<file path="src/rtl/sar_compare_pkg.sv">
// rtl/sar_compare_pkg.sv - shared types and flag encodings for the SAR compare search
package sar_compare_pkg;

  typedef enum logic [1:0] {
    IDLE   = 2'd0,
    SEARCH = 2'd1,
    DONE   = 2'd2
  } sar_state_t;

  // Flag patterns are ordered {eq, geq, lt}
  localparam logic [2:0] FLAG_EQ = 3'b110;
  localparam logic [2:0] FLAG_GT = 3'b010;
  localparam logic [2:0] FLAG_LT = 3'b001;

  function automatic logic flags_legal(input logic [2:0] flags);
    return (flags == FLAG_EQ) || (flags == FLAG_GT) || (flags == FLAG_LT);
  endfunction

endpackage

</file>
<file path="src/rtl/sar_compare_search_if.sv">
// rtl/sar_compare_search_if.sv - control plus comparator bundle for the SAR search
interface sar_compare_search_if #(
  parameter int WIDTH   = 2,
  parameter int STEPS_W = $clog2(WIDTH + 1)
);
  logic               start;
  logic               cmp_eq;
  logic               cmp_geq;
  logic               cmp_lt;
  logic [WIDTH-1:0]   probe;
  logic               busy;
  logic               done;
  logic [WIDTH-1:0]   result;
  logic [STEPS_W-1:0] steps;
  logic               err;

  // master is the search controller; slave is the requester plus comparator side
  modport master (
    input  start, cmp_eq, cmp_geq, cmp_lt,
    output probe, busy, done, result, steps, err
  );

  modport slave (
    output start, cmp_eq, cmp_geq, cmp_lt,
    input  probe, busy, done, result, steps, err
  );
endinterface

</file>
<file path="src/rtl/sar_compare_search.sv">
// rtl/sar_compare_search.sv - binary search of a hidden operand via an external comparator
module sar_compare_search
  import sar_compare_pkg::*;
#(
  parameter int WIDTH   = 2,
  parameter int STEPS_W = $clog2(WIDTH + 1)
) (
  input  logic                clk,
  input  logic                rst_n,
  sar_compare_search_if.master bus
);

  localparam int IDX_W = (WIDTH > 1) ? $clog2(WIDTH) : 1;
  localparam logic [WIDTH-1:0] TOP_BIT = WIDTH'(1) << (WIDTH - 1);

  sar_state_t       state;
  logic [IDX_W-1:0] bitIdx;
  logic [2:0]       flags;
  logic [WIDTH-1:0] resolvedProbe;
  logic [WIDTH-1:0] nextBit;

  assign flags   = {bus.cmp_eq, bus.cmp_geq, bus.cmp_lt};
  assign nextBit = WIDTH'(1) << (bitIdx - 1'b1);

  // Probe with the bit under test kept (A above) or dropped (A below)
  always_comb begin
    resolvedProbe = bus.probe;
    if (flags == FLAG_LT) begin
      resolvedProbe[bitIdx] = 1'b0;
    end
  end

  always_ff @(posedge clk or negedge rst_n) begin
    if (!rst_n) begin
      state      <= IDLE;
      bitIdx     <= '0;
      bus.probe  <= '0;
      bus.busy   <= 1'b0;
      bus.done   <= 1'b0;
      bus.result <= '0;
      bus.steps  <= '0;
      bus.err    <= 1'b0;
    end else begin
      case (state)
        IDLE: begin
          bus.done <= 1'b0;
          if (bus.start) begin
            state      <= SEARCH;
            bus.busy   <= 1'b1;
            bus.probe  <= TOP_BIT;
            bitIdx     <= IDX_W'(WIDTH - 1);
            bus.steps  <= '0;
            bus.err    <= 1'b0;
            bus.result <= '0;
          end
        end
        SEARCH: begin
          bus.steps <= bus.steps + STEPS_W'(1);
          if (!flags_legal(flags)) begin
            bus.err    <= 1'b1;
            bus.result <= '0;
            bus.busy   <= 1'b0;
            bus.done   <= 1'b1;
            state      <= DONE;
          end else if (flags == FLAG_EQ) begin
            bus.result <= bus.probe;
            bus.busy   <= 1'b0;
            bus.done   <= 1'b1;
            state      <= DONE;
          end else if (bitIdx == '0) begin
            bus.result <= resolvedProbe;
            bus.busy   <= 1'b0;
            bus.done   <= 1'b1;
            state      <= DONE;
          end else begin
            bus.probe <= resolvedProbe | nextBit;
            bitIdx    <= bitIdx - 1'b1;
          end
        end
        DONE: begin
          bus.done <= 1'b0;
          state    <= IDLE;
        end
        default: begin
          bus.busy <= 1'b0;
          bus.done <= 1'b0;
          state    <= IDLE;
        end
      endcase
    end
  end

endmodule

</file>
<file path="src/flat_wrapper.sv">
// flat-port wrapper written by rule: the top's interface ports become plain ports
module sar_compare_search_flat import sar_compare_pkg::*;
#(
  parameter int WIDTH   = 2,
  parameter int STEPS_W = $clog2(WIDTH + 1)
)
  (clk, rst_n, bus_start, bus_cmp_eq, bus_cmp_geq, bus_cmp_lt, bus_probe, bus_busy, bus_done, bus_result, bus_steps, bus_err);
  sar_compare_search_if #(.WIDTH(WIDTH), .STEPS_W(STEPS_W)) bus_i ();
  input  logic clk;
  input  logic rst_n;
  input wire logic [$bits(bus_i.start)-1:0] bus_start;
  input wire logic [$bits(bus_i.cmp_eq)-1:0] bus_cmp_eq;
  input wire logic [$bits(bus_i.cmp_geq)-1:0] bus_cmp_geq;
  input wire logic [$bits(bus_i.cmp_lt)-1:0] bus_cmp_lt;
  output wire logic [$bits(bus_i.probe)-1:0] bus_probe;
  output wire logic [$bits(bus_i.busy)-1:0] bus_busy;
  output wire logic [$bits(bus_i.done)-1:0] bus_done;
  output wire logic [$bits(bus_i.result)-1:0] bus_result;
  output wire logic [$bits(bus_i.steps)-1:0] bus_steps;
  output wire logic [$bits(bus_i.err)-1:0] bus_err;
  assign bus_i.start = bus_start;
  assign bus_i.cmp_eq = bus_cmp_eq;
  assign bus_i.cmp_geq = bus_cmp_geq;
  assign bus_i.cmp_lt = bus_cmp_lt;
  assign bus_probe = bus_i.probe;
  assign bus_busy = bus_i.busy;
  assign bus_done = bus_i.done;
  assign bus_result = bus_i.result;
  assign bus_steps = bus_i.steps;
  assign bus_err = bus_i.err;
  sar_compare_search #(.WIDTH(WIDTH), .STEPS_W(STEPS_W)) u_core (.clk(clk), .rst_n(rst_n), .bus(bus_i));
endmodule
</file>
<file path="config.mk">
export PLATFORM = sky130hd
export DESIGN_NAME = sar_compare_search_flat
export DESIGN_NICKNAME = d
export VERILOG_FILES = /design/src/rtl/sar_compare_pkg.sv /design/src/rtl/sar_compare_search_if.sv /design/src/rtl/sar_compare_search.sv /design/src/flat_wrapper.sv
export SDC_FILE = /design/constraint.sdc
export NUM_CORES = 1
export LEC_CHECK = 0
export ABC_AREA = 1
export ABC_CLOCK_PERIOD_IN_PS = 1400
export BUFFER_PORTS_ARGS = -buffer_cell sky130_fd_sc_hd__buf_4
export CELL_PAD_IN_SITES_DETAIL_PLACEMENT = 1
export CELL_PAD_IN_SITES_GLOBAL_PLACEMENT = 2
export CORE_MARGIN = 3
export CORE_UTILIZATION = 28
export DETAILED_ROUTE_END_ITERATION = 8
export GPL_TIMING_DRIVEN = 0
export PLACE_DENSITY = 0.72
export SYNTH_ARGS = -nofsm -noshare
export SYNTH_HDL_FRONTEND = slang
export SYNTH_SLANG_ARGS = --single-unit
</file>
<file path="constraint.sdc">
create_clock -name clk -period 1.4 [get_ports clk]
set_clock_uncertainty 0.05 [all_clocks]
set_input_delay 0.28 -clock clk [delete_from_list [all_inputs] [get_ports clk]]
set_output_delay 0.28 -clock clk [all_outputs]
set_load 0.03 [all_outputs]
</file>
==> impl_metrics.tcl, run 1 <==
set metrics [dict create \
    start_util_pct 30.0 \
    first_iter_violations 8 \
    area_delta_synth_final_pct 31.2 \
    yosys_warnings 0 \
    row_count 16 \
    min_period_over_period_pct 91.5 \
    p_leak_nw 0.417 \
    end_kind "register" \
    rsz0062_at_grt "false" \
    synth_area_um2 594 \
    ys_seq_elements 12 \
    synth.largest_area_cell "dfrtp_1" \
    hpwl_um 1110 \
    grt_max_degree 13 \
    ys_seq_area_share_pct 50.5 \
    cts_sinks 12 \
    drv_cap 0 \
    syn_inst 71 \
    async_reset_ff_share_pct 100 \
    globalRouteTotalUtil_pct 12.6 \
    clk_pin_slew_ps 80 \
    routed_via_density 4.41 \
    diodes 0 \
    clkPwrFrac_pct 15.3 \
    status "finished, final reports clean" \
    hp-class "in -> reg" \
    fillers 241 \
    cp.required_ps 1510 \
    critPathMaxFanout 9 \
    synth_cell_types 16 \
    die_w_um 52.1 \
    io_buffers 14 \
    setup_tns_ps 0 \
    die_h_um 52.1 \
    drive_above_1_share_pct 30.0 \
    powerDensity_nw_per_um2 2360 \
    dieArea_um2 2710 \
    synth-edff-count 0 \
    drc 0 \
    slew_headroom_pct 85.4 \
    clk_latency_ps 270 \
    min_period_ps 1280 \
    reg2reg_slack_ps 120 \
    grt_pass1_vias 518 \
    post-route-util_pct 39.3 \
    routabilityCongestion 0.696 \
    grt_pass1_wl_um 2370 \
    setup_viol 0 \
    worst_pin_slew_ps 217 \
    htreeDepth 1 \
    start_kind "register" \
    cts_resized 0 \
    cts_buffers 3 \
    vias 516 \
    postCtsHoldBufs 1 \
    max-vdd-ir-drop_v 0.000897 \
    cts_tree "yes" \
    p_sw_share_pct 46.7 \
    finalWirelength_um 1380 \
    yosys-top-cells-count "nand2_1, dfrtp_1, inv_1" \
    drt-pass1-iter-count 4 \
    synth_top_area_share_pct 50.5 \
    finalHoldViolCount 0 \
    synth.most_common_cell "nand2_1" \
    core-area_um2 1980 \
    antenna_found_initial 0 \
    syn_area_per_cell_um2 8.37 \
    synthFlopType "dfrtp_1" \
    clockBufferDepth 2 \
    wl_per_cell_um 11.8 \
    p_comb_share_pct 51.4 \
    p_seq_share_pct 33.3 \
    synth_nets 77 \
    fmax_ghz 0.780 \
    p_switching_w 0.000861 \
    synthTopCellsByArea "dfrtp_1, nand2_1, inv_1, nand3_1, nor2_1" \
    p_int_w 0.000982 \
    crit_arrival_ps 1390 \
    io_pins 15 \
    ant_nets 0 \
    critPathKind "reg -> reg" \
    grt-ovfl-total 0 \
    fin_nets 97 \
    cts_setup_buffers 0 \
    cts-root-buf "clkbuf_4" \
    maxSlewViolCount 0 \
]
==> per-layer routing <==
layer  wire length, um  up-vias  global-route usage [%]
li1                  -      259                       -
met1               643      243                    16.3
met2               652       12                    18.2
met3                69        2                    3.44
met4                12        0                    7.86
met5                 0        -                       0
==> cell usage in the layout (no fill, tap or decap), drive strengths merged <==
master        n
dlygate4sd3   1
nand3         8
inv          13
a21oi         2
clkbuf        4
o21a          1
nor2          9
o21ai         5
o31ai         1
dfrtp        12
buf          14
nand2        20
==> critical path: stages (launching register included) <==
cell and delay [ps]:
dfrtp_1 440, nor2_8 220, inv_4 60, nand2_4 90
inv_2 60, o21ai_0 180, nand2_1 70
==> sequential cells by signal, summed over array words and instances, names as in the netlist <==
signal	cells
u_core.bus.done	1
u_core.bitIdx	1
u_core.bus.err	1
u_core.bus.result	2
u_core.bus.steps	2
u_core.bus.busy	1
u_core.state	2
u_core.bus.probe	2
==> power by group through the flow <==
stage / clock, W / sequential, W / combinational, W
after floorplan: 0 / 0.000818 / 0.000448
after global placement: 0 / 0.000611 / 0.000949
after detailed placement: 0 / 0.000626 / 0.000962
after CTS: 0.000296 / 0.000619 / 0.000967
after global routing: 0.000317 / 0.000636 / 0.00105
final: 0.000283 / 0.000613 / 0.000947
==> per-stage QoR <==
stage | cell area, um^2 | hold WS [ps] | instances | worst slack [ps] | total power, W
2_1_floorplan | 594 | -65.6 | 71 | 266 | 0.00127
3_5_place_dp | 733 | 82.1 | 112 | 125 | 0.00159
5_1_grt | 779 | 332 | 117 | 13.8 | 0.00200
6_report | 779 | 320 | 117 | 119 | 0.00184
3_3_place_gp | 733 | 82.2 | 112 | 143 | 0.00156
4_1_cts | 779 | 323 | 117 | 110 | 0.00188
==> path summary, 6_finish.rpt <==
check	end	start	cells past startpoint
hold / removal	u_core.bus.err$_DFFE_PN0P_	bus_cmp_geq	4
min in group asynchronous	u_core.bus.err$_DFFE_PN0P_	rst_n	2
setup reg to reg	u_core.bus.probe[1]$_DFFE_PN0P_	u_core.state[1]$_DFFE_PN0P_	6
setup / recovery	u_core.bus.probe[1]$_DFFE_PN0P_	u_core.state[1]$_DFFE_PN0P_	6
hold reg to reg	u_core.bus.steps[1]$_DFFE_PN0P_	u_core.bus.steps[1]$_DFFE_PN0P_	1
max in group asynchronous	u_core.bus.probe[1]$_DFFE_PN0P_	rst_n	2
==> final cells by class <==
type	count	area, um^2	area share (%)
clock buffer	4	36.3	4.65
inverter	13	51.3	6.58
multi-input combinational	46	243	31.1
sequential	12	300	38.5
tap	27	33.8	4.33
timing repair buffer	15	115	14.8
==> cell families after synthesis <==
family,Yosys count,share of synthesized area (%)
AO/OA/AOI/OAI,9,8.42
buffers and inverters,13,8.63
flip-flops,12,50.5
AND/OR/NAND/NOR,37,32.4
(Power assumes the default switching activity.)
==> inputs of run 2 (changes only) <==
Settings changed: RECOVER_POWER from default to 100.
==> run 2 against run 1 <==
Critical endpoint unchanged. Worst hold slack worse by 3.0 ps. First-iteration DRC count down 13%. Sequential share of layout area increased by 1.9 points. Highest routed layer unchanged. Clock power barely moved. Non-clock buffer count unchanged. Critical path depth did not move. Fmax up 0.76%.
==> impl_metrics.tcl, run 2 (synthesis results as in run 1) <==
set metrics [dict create \
    fmax_ghz 0.786 \
    crit_path_start "u_core.state[1]$_DFFE_PN0P_" \
    finalHoldViolCount 0 \
    post-route-util_pct 37.5 \
    p_leak_nw 0.406 \
    postLayoutCellArea_um2 743 \
    finalWirelength_um 1380 \
    vias 512 \
    grt_pass1_wl_um 2370 \
    setup_viol 0 \
    worst_pin_slew_ps 667 \
    fillers 241 \
    drv_cap 0 \
    end_kind "register" \
    hold_slack_ps 317 \
    routed_via_density 4.38 \
    dieArea_um2 2710 \
    io_pins 15 \
    fin_nets 97 \
    first_iter_violations 7 \
    dpl-instance-area_um2 733 \
    clk_pin_slew_ps 80 \
    die_h_um 52.1 \
    min_period_ps 1270 \
    routabilityCongestion 0.696 \
    clockBufferDepth 2 \
    final_common_cell "nand2_1" \
    crit_path_end "u_core.bus.probe[1]$_DFFE_PN0P_" \
    hp-class "in -> reg" \
    globalRouteTotalUtil_pct 12.6 \
    powerDensity_nw_per_um2 2340 \
    start_util_pct 30.0 \
    cts-root-buf "clkbuf_4" \
    cts_resized 0 \
    critPathKind "reg -> reg" \
    cts_setup_buffers 0 \
    final_cell_mix "nand2_1, dfrtp_1, inv_1" \
    drc 0 \
    hpwl_um 1110 \
    reg2reg_slack_ps 130 \
    core-area_um2 1980 \
    drive_above_1_share_pct 27.8 \
    area_delta_synth_final_pct 25.1 \
    grt-ovfl-total 0 \
    clk_latency_ps 280 \
    max-vdd-ir-drop_v 0.000816 \
    maxSlewViolCount 0 \
    diodes 0 \
    htreeDepth 1 \
    start_kind "register" \
    critPathMaxFanout 9 \
    io_buffers 14 \
    cp.required_ps 1510 \
    drt-pass1-iter-count 3 \
    postCtsHoldBufs 1 \
    reg2reg_from "u_core.state[1]$_DFFE_PN0P_" \
    wl_per_cell_um 11.8 \
    min_period_over_period_pct 90.8 \
    crit_arrival_ps 1390 \
    grt_max_degree 13 \
    antenna_found_initial 0 \
    slew_headroom_pct 55.6 \
    row_count 16 \
    status "finished, final reports clean" \
    cts_buffers 3 \
    ant_nets 0 \
    cts_sinks 12 \
    grt_pass1_vias 518 \
    cts_tree "yes" \
    rsz0062_at_grt "false" \
    reg2reg_depth 6 \
    die_w_um 52.1 \
    setup_tns_ps 0 \
    r2r_end "u_core.bus.probe[1]$_DFFE_PN0P_" \
]
## run 2: cell count changes in the layout (fill, tap and decap cells not counted), sizes merged
cell / delta
buf: -10
clkbuf: +10
## run 2: metrics by stage
stage	setup WS [ps]	power, W	cells
after floorplan	266	0.00127	71
after global placement	143	0.00156	112
after detailed placement	125	0.00159	112
after CTS	110	0.00188	117
after global routing	29.0	0.00190	117
final	128	0.00174	117
## run 2: cell type report
cell class              count  area [um^2]  area share, %
inverters                  13         48.8           6.57
clock buffers               4         36.3           4.88
flip-flops and latches     12          300           40.4
multi-input cells          46          235           31.6
repair buffers             15         88.8           12.0
well taps                  27         33.8           4.55
## run 2: power by group
group | switching [W] | total [W] | internal, W | leakage [nW]
sequential | 0.000113 | 0.000611 | 0.000498 | 0.150
combinational | 0.000599 | 0.000846 | 0.000247 | 0.235
clock | 0.000128 | 0.000286 | 0.000158 | 0.0210
total | 0.000840 | 0.00174 | 0.000903 | 0.406
## run 2: how the worst min path moves through the flow
stage                     start                              end  slack, ps  depth (start not counted)
finish              bus_cmp_geq       u_core.bus.err$_DFFE_PN0P_        320                          4
global route        bus_cmp_geq       u_core.bus.err$_DFFE_PN0P_        360                          4
CTS                       rst_n       u_core.bus.err$_DFFE_PN0P_        320                          2
detailed placement        rst_n  u_core.bus.probe[0]$_DFFE_PN0P_         80                          1
global placement          rst_n  u_core.bus.probe[0]$_DFFE_PN0P_         80                          1
floorplan                 rst_n        u_core.bitIdx$_DFFE_PN0P_        -70                          0
## run 2: per-layer routing
layer | part of all wire, % | GRT usage, %
met4 | 1.5 | 7.86
met1 | 47 | 16.3
met2 | 47 | 18.2
met3 | 4.1 | 3.44
met5 | 0 | 0
## run 2: worst max-delay path, cell delays in order (launching register included)
cell	delay, ps
dfrtp_1	450
nor2_8	200
inv_2	80
nand2_4	90
inv_2	40
o21ai_0	170
nand2_1	70
